[config.mk]
export PLATFORM = sky130hd
export DESIGN_NAME = hnext_tile_sched
export DESIGN_NICKNAME = d
export VERILOG_FILES = /design/src/rtl/hnext_tile_sched.sv
export SDC_FILE = /design/constraint.sdc
export NUM_CORES = 1
export LEC_CHECK = 0
export ABC_AREA = 1
export ABC_CLOCK_PERIOD_IN_PS = 4000
export CAP_MARGIN = 20
export CORE_MARGIN = 3
export CORE_UTILIZATION = 25
export CTS_BUF_LIST = sky130_fd_sc_hd__clkbuf_4 sky130_fd_sc_hd__clkbuf_8 sky130_fd_sc_hd__clkbuf_16
export DETAILED_ROUTE_END_ITERATION = 12
export PLACE_DENSITY_LB_ADDON = 0.08
export SYNTH_ARGS = -nofsm -noshare
export SYNTH_HDL_FRONTEND = slang
export SYNTH_SLANG_ARGS = --single-unit
export TNS_END_PERCENT = 100
[constraint.sdc]
create_clock -name clk -period 4 [get_ports clk]
set_clock_uncertainty 0.2 [all_clocks]
set_input_delay 0.8 -clock clk [delete_from_list [all_inputs] [get_ports clk]]
set_output_delay 0.8 -clock clk [all_outputs]
set_load 0.03 [all_outputs]
[src/rtl/hnext_tile_sched.sv]
// hnext_tile_sched: tile sequencer for the h_next FP16 adder array.
// Sweeps an (NH, NP, NN) tile grid, launches one tile per accepted operand beat,
// follows each tile through the fixed-latency adder with a tag pipe, and hands
// the write-back address of each result out in launch order. A credit count
// (tiles in flight plus queued tags) keeps the external result FIFO from overflowing.
// Optional build macro: HNEXT_SCHED_CHECK_EN enables a sticky err_o that flags
// any cycle where the adder's valid output disagrees with the tag pipe.
module hnext_tile_sched #(
    parameter int A_LAT      = 11,
    parameter int FIFO_DEPTH = 16,
    parameter int CNT_W      = 8,
    parameter int ADDR_W     = 16
) (
    input  logic              clk,
    input  logic              rst,
    input  logic              start_i,
    input  logic [CNT_W-1:0]  cfg_nh_i,
    input  logic [CNT_W-1:0]  cfg_np_i,
    input  logic [CNT_W-1:0]  cfg_nn_i,
    output logic              busy_o,
    output logic              done_o,
    input  logic              in_valid_i,
    output logic              in_ready_o,
    output logic              add_valid_o,
    input  logic              add_valid_i,
    output logic              wr_valid_o,
    input  logic              wr_ready_i,
    output logic [ADDR_W-1:0] wr_addr_o,
    output logic              err_o
);

    localparam int OCC_W = $clog2(FIFO_DEPTH + 1);
    localparam int PTR_W = (FIFO_DEPTH > 1) ? $clog2(FIFO_DEPTH) : 1;

    typedef enum logic [1:0] {
        S_IDLE  = 2'd0,
        S_RUN   = 2'd1,
        S_DRAIN = 2'd2,
        S_DONE  = 2'd3
    } state_t;

    state_t state_q, state_d;

    // Latched grid size and sweep position
    logic [CNT_W-1:0]  nh_q, np_q, nn_q;
    logic [CNT_W-1:0]  nh_d, np_d, nn_d;
    logic [CNT_W-1:0]  h_q, p_q, n_q;
    logic [CNT_W-1:0]  h_d, p_d, n_d;
    logic [ADDR_W-1:0] addr_q, addr_d;

    // Credit count and tag FIFO state
    logic [OCC_W-1:0]  occ_q, occ_d;
    logic [OCC_W-1:0]  cnt_q, cnt_d;
    logic [PTR_W-1:0]  wr_ptr_q, rd_ptr_q;
    logic [ADDR_W-1:0] tag_mem [FIFO_DEPTH];

    // Tag pipe: stage k holds the tile launched k cycles ago
    logic [A_LAT:1]    pipe_v_q;
    logic [ADDR_W-1:0] pipe_addr_q [1:A_LAT];

    logic launch;
    logic pop;
    logic push;
    logic last_tile;
    logic cfg_zero;

    assign in_ready_o  = (state_q == S_RUN) && (occ_q < OCC_W'(FIFO_DEPTH));
    assign launch      = in_valid_i && in_ready_o;
    assign add_valid_o = launch;
    assign busy_o      = (state_q == S_RUN) || (state_q == S_DRAIN);

    assign push       = pipe_v_q[A_LAT];
    assign wr_valid_o = (cnt_q != '0);
    assign pop        = wr_valid_o && wr_ready_i;
    // Head is only meaningful while a tag is queued; report 0 otherwise
    assign wr_addr_o  = wr_valid_o ? tag_mem[rd_ptr_q] : '0;

    assign last_tile = (h_q == nh_q - 1'b1) && (p_q == np_q - 1'b1) && (n_q == nn_q - 1'b1);
    assign cfg_zero  = (cfg_nh_i == '0) || (cfg_np_i == '0) || (cfg_nn_i == '0);

    // State register
    always_ff @(posedge clk) begin
        if (rst) begin
            state_q <= S_IDLE;
        end else begin
            state_q <= state_d;
        end
    end

    // Next-state and done pulse; drain ends on the cycle the last credit returns
    always_comb begin
        state_d = state_q;
        done_o  = 1'b0;
        case (state_q)
            S_IDLE: begin
                if (start_i) begin
                    state_d = cfg_zero ? S_DONE : S_RUN;
                end
            end
            S_RUN: begin
                if (launch && last_tile) begin
                    state_d = S_DRAIN;
                end
            end
            S_DRAIN: begin
                if (occ_d == '0) begin
                    state_d = S_DONE;
                end
            end
            S_DONE: begin
                done_o  = 1'b1;
                state_d = S_IDLE;
            end
            default: state_d = S_IDLE;
        endcase
    end

    // Sweep counters: n fastest, then p, then h; addr tracks (h*NP+p)*NN+n linearly
    always_comb begin
        nh_d   = nh_q;
        np_d   = np_q;
        nn_d   = nn_q;
        h_d    = h_q;
        p_d    = p_q;
        n_d    = n_q;
        addr_d = addr_q;
        if (state_q == S_IDLE && start_i) begin
            nh_d   = cfg_nh_i;
            np_d   = cfg_np_i;
            nn_d   = cfg_nn_i;
            h_d    = '0;
            p_d    = '0;
            n_d    = '0;
            addr_d = '0;
        end else if (launch) begin
            addr_d = addr_q + 1'b1;
            if (n_q == nn_q - 1'b1) begin
                n_d = '0;
                if (p_q == np_q - 1'b1) begin
                    p_d = '0;
                    h_d = h_q + 1'b1;
                end else begin
                    p_d = p_q + 1'b1;
                end
            end else begin
                n_d = n_q + 1'b1;
            end
        end
    end

    // Counter and config registers
    always_ff @(posedge clk) begin
        if (rst) begin
            nh_q   <= '0;
            np_q   <= '0;
            nn_q   <= '0;
            h_q    <= '0;
            p_q    <= '0;
            n_q    <= '0;
            addr_q <= '0;
        end else begin
            nh_q   <= nh_d;
            np_q   <= np_d;
            nn_q   <= nn_d;
            h_q    <= h_d;
            p_q    <= p_d;
            n_q    <= n_d;
            addr_q <= addr_d;
        end
    end

    // Tag pipe valid bits shift every cycle; the pipe never stalls
    always_ff @(posedge clk) begin
        if (rst) begin
            pipe_v_q <= '0;
        end else begin
            pipe_v_q <= {pipe_v_q[A_LAT-1:1], launch};
        end
    end

    // Tag pipe address stages, one register per adder stage
    generate
        for (genvar gi = 1; gi <= A_LAT; gi++) begin : g_pipe
            always_ff @(posedge clk) begin
                if (rst) begin
                    pipe_addr_q[gi] <= '0;
                end else if (gi == 1) begin
                    pipe_addr_q[gi] <= addr_q;
                end else begin
                    pipe_addr_q[gi] <= pipe_addr_q[(gi > 1) ? gi - 1 : 1];
                end
            end
        end
    endgenerate

    // Credit: a pop frees its slot only from the next cycle on
    always_comb begin
        occ_d = occ_q;
        case ({launch, pop})
            2'b10:   occ_d = occ_q + 1'b1;
            2'b01:   occ_d = occ_q - 1'b1;
            default: occ_d = occ_q;
        endcase
    end

    // Tag FIFO occupancy; push and pop together leave it unchanged
    always_comb begin
        cnt_d = cnt_q;
        case ({push, pop})
            2'b10:   cnt_d = cnt_q + 1'b1;
            2'b01:   cnt_d = cnt_q - 1'b1;
            default: cnt_d = cnt_q;
        endcase
    end

    // Credit count, FIFO count and pointers
    always_ff @(posedge clk) begin
        if (rst) begin
            occ_q    <= '0;
            cnt_q    <= '0;
            wr_ptr_q <= '0;
            rd_ptr_q <= '0;
        end else begin
            occ_q <= occ_d;
            cnt_q <= cnt_d;
            if (push) begin
                wr_ptr_q <= (wr_ptr_q == PTR_W'(FIFO_DEPTH - 1)) ? '0 : wr_ptr_q + 1'b1;
            end
            if (pop) begin
                rd_ptr_q <= (rd_ptr_q == PTR_W'(FIFO_DEPTH - 1)) ? '0 : rd_ptr_q + 1'b1;
            end
        end
    end

    // Tag FIFO storage; contents are don't-care until written
    always_ff @(posedge clk) begin
        if (push) begin
            tag_mem[wr_ptr_q] <= pipe_addr_q[A_LAT];
        end
    end

`ifdef HNEXT_SCHED_CHECK_EN
    logic err_q;

    // Sticky flag: adder valid must line up with the last tag-pipe stage
    always_ff @(posedge clk) begin
        if (rst) begin
            err_q <= 1'b0;
        end else if (add_valid_i != pipe_v_q[A_LAT]) begin
            err_q <= 1'b1;
        end
    end

    assign err_o = err_q;
`else
    logic unused_add_valid;

    assign unused_add_valid = add_valid_i;
    assign err_o            = 1'b0;
`endif

endmodule

After elaboration in Yosys (flattened, before gate mapping)
Memories as Yosys holds them, arrays and structs flattened. A register that Yosys moved wholly into a read port is not among the register bits. Cells that the tools add are included.

Flip-flop bits (word level): 95. Memory bits (writable): 432. Output and inout bits: 22. Word-level logic and storage cells: 107. Memories kept: 2.

Add/sub/neg operators: 13. $lt $le $gt $ge: 1. Equal/unequal tests: 15. Multiplexer cells: 31. Bitwise gates (word level): 11. Reduce and logical (&&, ||, !) cells: 21.

Memories: tag_mem (depth 16, bits a word 16, read ports 1, clocked after memory_dff 1, write ports 1, RTL line 55) `logic [ADDR_W-1:0] tag_mem [FIFO_DEPTH];`; pipe_addr_q (depth 11, bits a word 16, read ports 11, clocked after memory_dff 0, write ports 11, RTL line 59) `logic [ADDR_W-1:0] pipe_addr_q [1:A_LAT];`.

Operators with widths (number): 2-to-1 mux 16 bit (12); adder 8 x 1 -> 8 bit (second input constant) (3); equality test 8 bit (3); zero test 8 bit (3); subtractor 8 x 1 -> 8 bit (second input constant) (3); one-hot mux 5 bit (2 select lines) (2); adder 16 x 1 -> 16 bit (second input constant) (1); 2-to-1 mux 4 bit (4); 2-to-1 mux 8 bit (2); OR 1 bit (11); adder 5 x 1 -> 5 bit (second input constant) (2); subtractor 5 x 1 -> 5 bit (second input constant) (2); adder 4 x 1 -> 4 bit (second input constant) (2); equality test 2 bit (second input constant) (4); equality test 4 bit (second input constant) (2); 2-to-1 mux 2 bit (4); one-hot mux 2 bit (4 select lines) (1); logical AND 1 bit (7); equality test 2 x 1 -> 1 bit (second input constant) (3); 2-to-1 mux 1 bit (6); AND reduction 3 bit (2); zero test 5 bit (1); < comparator 5 bit (second input constant) (1); nonzero test 5 bit (1); other kinds (7) (10).

Logic depth before layout (Yosys ltp)
Word-level depth: 8. Gate-level depth with buffers: 24. Depth with buffers taken out: 22.

Worst setup path after synthesis
OpenSTA, ideal clock, no wires.

Kind: flip-flop to flip-flop. From: register state_q[1]. To: register state_q[0]. Library setup time: 0.064 ns. Arrival time: 2.810 ns. Data required time: 3.736 ns. Setup slack: 0.927 ns. Cell stages (with the launch flop): 25. Clock period less this slack: 3.073 ns. Path through: dfxtp_1 inv_1 ha_1 inv_1 nor2_4 nand2_4 clkbuf_1 ha_1 buf_2 xor2_1 ha_1 inv_1 nand2_1 nand3_1 nand2_1 nand2_1 nand2_1 nand2_1 nand2_1 nand2_1 o21ai_1 nand3_1 nand2_1 inv_1 nor2_1.

Cells in the longest elaborated chain, start to end: 8. Elaborated cells between the ends (all ways): 16. Classes of those cells: eq/ne: 8; mux: 2; reduce/logical: 6.

RTL lines: from (decl) (RTL line 42) `state_t state_q, state_d;`; from (signal assigned) (RTL line 86) `state_q <= state_d;`; equality test 2 x 1 -> 1 bit * (RTL line 67) `assign in_ready_o = (state_q == S_RUN) && (occ_q < OCC_W'(FIFO_DEPTH));`; logical AND 1 bit * (RTL line 67); net in_ready_o (RTL line 23) `output logic in_ready_o,`; logical AND 1 bit * (RTL line 68) `assign launch = in_valid_i && in_ready_o;`; equality test 2 x 1 -> 1 bit / equality test 2 bit (equally long branches) (RTL line 199) `case ({launch, pop})`; one-hot mux 5 bit (2 select lines) (RTL line 199); zero test 5 bit (RTL line 106) `if (occ_d == '0) begin`; != test 2 x 1 -> 1 bit (no source line); AND reduction 3 bit (no source line) *.

Mark *: on every way through the listed nets, which the timed path passes. The rest lies on a longest branch. A chain may end at the register's enable or synchronous reset.

==> results.sh <==
export IMPL_arrival_ns=2.80
export IMPL_final_common_cell="nor2_1"
export IMPL_timing_rr_start="state_q[1]"
export IMPL_swShare_pct=31.34
export IMPL_hold_start="pipe_addr_q[0][170]"
export IMPL_routedWlPerCell_um=14.95
export IMPL_cap_violations=0
export IMPL_tns_ns=0
export IMPL_hold_class="register to register"
export IMPL_dp_hpwl_mm=29.64
export IMPL_layout_drive_gt1_share_pct=9.429
export IMPL_ioPinCount=52
export IMPL_dieArea_um2=84010
export IMPL_remaining_drc_errors=0
export IMPL_cts_buffers=59
export IMPL_cellLeakagePower_nw=8.715
export IMPL_syn_nets=2086
export IMPL_status="finished, final reports clean"
export IMPL_r2r_slack_ns=0.83
export IMPL_worstPathMaxFanout=30
export IMPL_antennaDiodeCount=0
export IMPL_regArea_um2=13200
export IMPL_ff2ff_path_depth=22
export IMPL_firstDrtPassIters=5
export IMPL_wl_mm=47.88
export IMPL_grt_pass1_vias=13010
export IMPL_finalSetupViolations=0
export IMPL_avgViaCountPerCell=4.145
export IMPL_antenna_found_initial=0
export IMPL_syn_avg_cell_area_um2=9.917
export IMPL_cts_tree="done"
export IMPL_floorplan_initialDensity_pct=25.37
export IMPL_hold_viol_final=0
export IMPL_hold_depth=2
export IMPL_fillers=8306
export IMPL_rows=103
export IMPL_required_ns=3.00
export IMPL_vdd_drop_max_mv=0.3623
export IMPL_relSlewSlack_pct=45.83
export IMPL_clk_latency_ns=0.62
export IMPL_synth_cell_type_count=41
export IMPL_cts_buffer_depth=3
export IMPL_layout_common_cells="nor2_1, inv_1, dfxtp_1"
export IMPL_fmax_ghz=0.2634
export IMPL_syn_area_um2=20140
export IMPL_tightest_slew_ns=0.8095
export IMPL_postSynthCellCount=2031
export IMPL_multiInputGateArea_um2=5503
export IMPL_grt_max_degree=78
export IMPL_htree_levels=2
export IMPL_p_int_w=0.01034
export IMPL_vias=13280
export IMPL_placed_area_um2=22020
export IMPL_syn_to_final_growth_pct=19.32
export IMPL_p_switching_w=0.004720
export IMPL_holdPathEnd="pipe_addr_q[0][186]"
export IMPL_drtIter0Drc=742
export IMPL_cp_start_kind="register"
export IMPL_clockPowerShare_pct=36.8
export IMPL_grt_pass1_wl_mm=75.19
export IMPL_io_buffers=49
export IMPL_design_core_area_um2=79390
export IMPL_die_y_um=289.8
export IMPL_ant_nets=0
export IMPL_ys_warn_count=0
export IMPL_yosysSeqAreaShare_pct=65.50
export IMPL_power_density_nw_per_um2=626.7
export IMPL_power_w=0.01506
export IMPL_seqPwrFrac_pct=39.6
export IMPL_die_w_um=289.8
export IMPL_fin_area_um2=24030
export IMPL_end_kind="output pin"
export IMPL_grt_overflow_total=0
export IMPL_cts_clk_slew_worst_paths_ns=0.06
export IMPL_fin_crit_ns=3.797
export IMPL_drv_slew=0
export IMPL_grt_usage_pct=11.26
export IMPL_place_congestion=0.7368
export IMPL_cts_sinks=531
export IMPL_nNetsFinal=2161
export IMPL_fin_crit_sh_pct=94.92
export IMPL_cts_root_buffer="clkbuf_16"
export IMPL_ys_ff_latch=531
export IMPL_critPathKind="register to output pin"
export IMPL_p_comb_share_pct=23.6
export IMPL_r2r_end="state_q[0]"
export IMPL_rsz0062_at_grt="no"
[cells by family after synthesis]
logic type	after synthesis	synth area share, %
AOI/OAI and AO/OA	332	9.281
xor gates and xnor gates	30	1.304
adders and majority gates	25	1.590
buffers and inverters	384	7.225
DFF	531	65.50
muxes	2	0.09940
other	1	0.01862
and+or+nand+nor	726	14.98
[area by class of cell]
cell class | count | share of cell area (%)
repair buffers | 100 | 3.707
well taps | 1050 | 5.466
clock buffers | 85 | 7.185
multi-input cells | 1116 | 22.90
flip-flops and latches | 531 | 54.91
clock inverters | 23 | 1.161
inverters | 298 | 4.670
[power groups by stage]
stage	registers [W]	logic, W	clock network (W)
floorplan	0.00601	0.00243	0
global placement	0.00608	0.00363	0
detailed placement	0.00608	0.00364	0
CTS	0.00597	0.00363	0.00578
global route	0.00599	0.00402	0.00599
finish	0.00597	0.00355	0.00554
[registers in the layout, summed over array words and instances, names as in the netlist, named ones only]
name	flops
pipe_addr_q	176
nn_q	8
cnt_q	5
occ_q	5
rd_ptr_q	4
h_q	8
wr_ptr_q	4
pipe_v_q	11
p_q	8
tag_mem	256
state_q	2
n_q	8
nh_q	8
np_q	8
addr_q	16
[synthesized netlist by cell type, drive strengths merged]
cell type  instances  area share [%]
dfxtp            275              27
inv              295             5.5
nand3b             2           0.075
clkinv             3           0.056
a22oi              1           0.037
o21ai            192             4.8
nor3b              3            0.11
buf               13            0.30
clkbuf            73             1.4
nor2             446             8.7
nand3             67             1.7
mux2i              2           0.099
nor4               6            0.19
nor3              14            0.43
a21oi             71             1.8
o221ai            46             2.0
nand4             14            0.43
or2                3           0.093
conb               1           0.019
xnor2             13            0.57
and3               1           0.031
o22ai             18            0.56
xor2              17            0.74
ha                24             1.5
nand2            170             3.3
fa                 1           0.099
edfxtp           256              38
a211oi             4            0.15
[worst max-delay path, cell delays in order, from the launching register on]
cell	delay, ns
dfxtp_4	0.42
clkinv_2	0.22
buf_12	0.22
o21ai_0	0.09
o221ai_1	0.19
nand3_1	0.16
a21oi_1	0.16
clkdlybuf4s50_1	0.70
[metal layers]
layer	routed length, um	GRT usage (%)
met1	22830	15.00
met2	22460	18.74
met3	1485	1.929
met4	1106	3.332
met5	0	0
[stage by stage]
step                hold slack (ns)  util [%]  setup slack [ns]  std cells
floorplan                    0.1883         -            0.9266       2031
global placement             0.1889     27.71            0.3333       3094
detailed placement           0.1916     27.74            0.3573       3095
CTS                          0.1743     30.26           0.01171       3203
global route                 0.1811     30.27          0.004077       3203
finish                       0.1762     30.27            0.2033       3203
[how the worst max path moves through the flow]
| stage | slack [ns] | to | depth (start not counted) |
|---|---|---|---|
| after global routing | 0.004 | wr_addr_o[1] | 7 |
| after global placement | 0.33 | state_q[1] | 20 |
| after CTS | 0.01 | wr_addr_o[9] | 9 |
| after detailed placement | 0.36 | state_q[1] | 20 |
| final | 0.20 | wr_addr_o[1] | 7 |
| after floorplan | 0.93 | state_q[0] | 24 |
[repair_timing]
item	4_1_cts	5_1_grt
gates resized for setup	4	4
setup buffers	0	0
gates cloned	0	0
hold buffers	0	0
endpoints found under the setup margin	4	10
pin swaps	0	0
(Power assumes the default switching activity.)
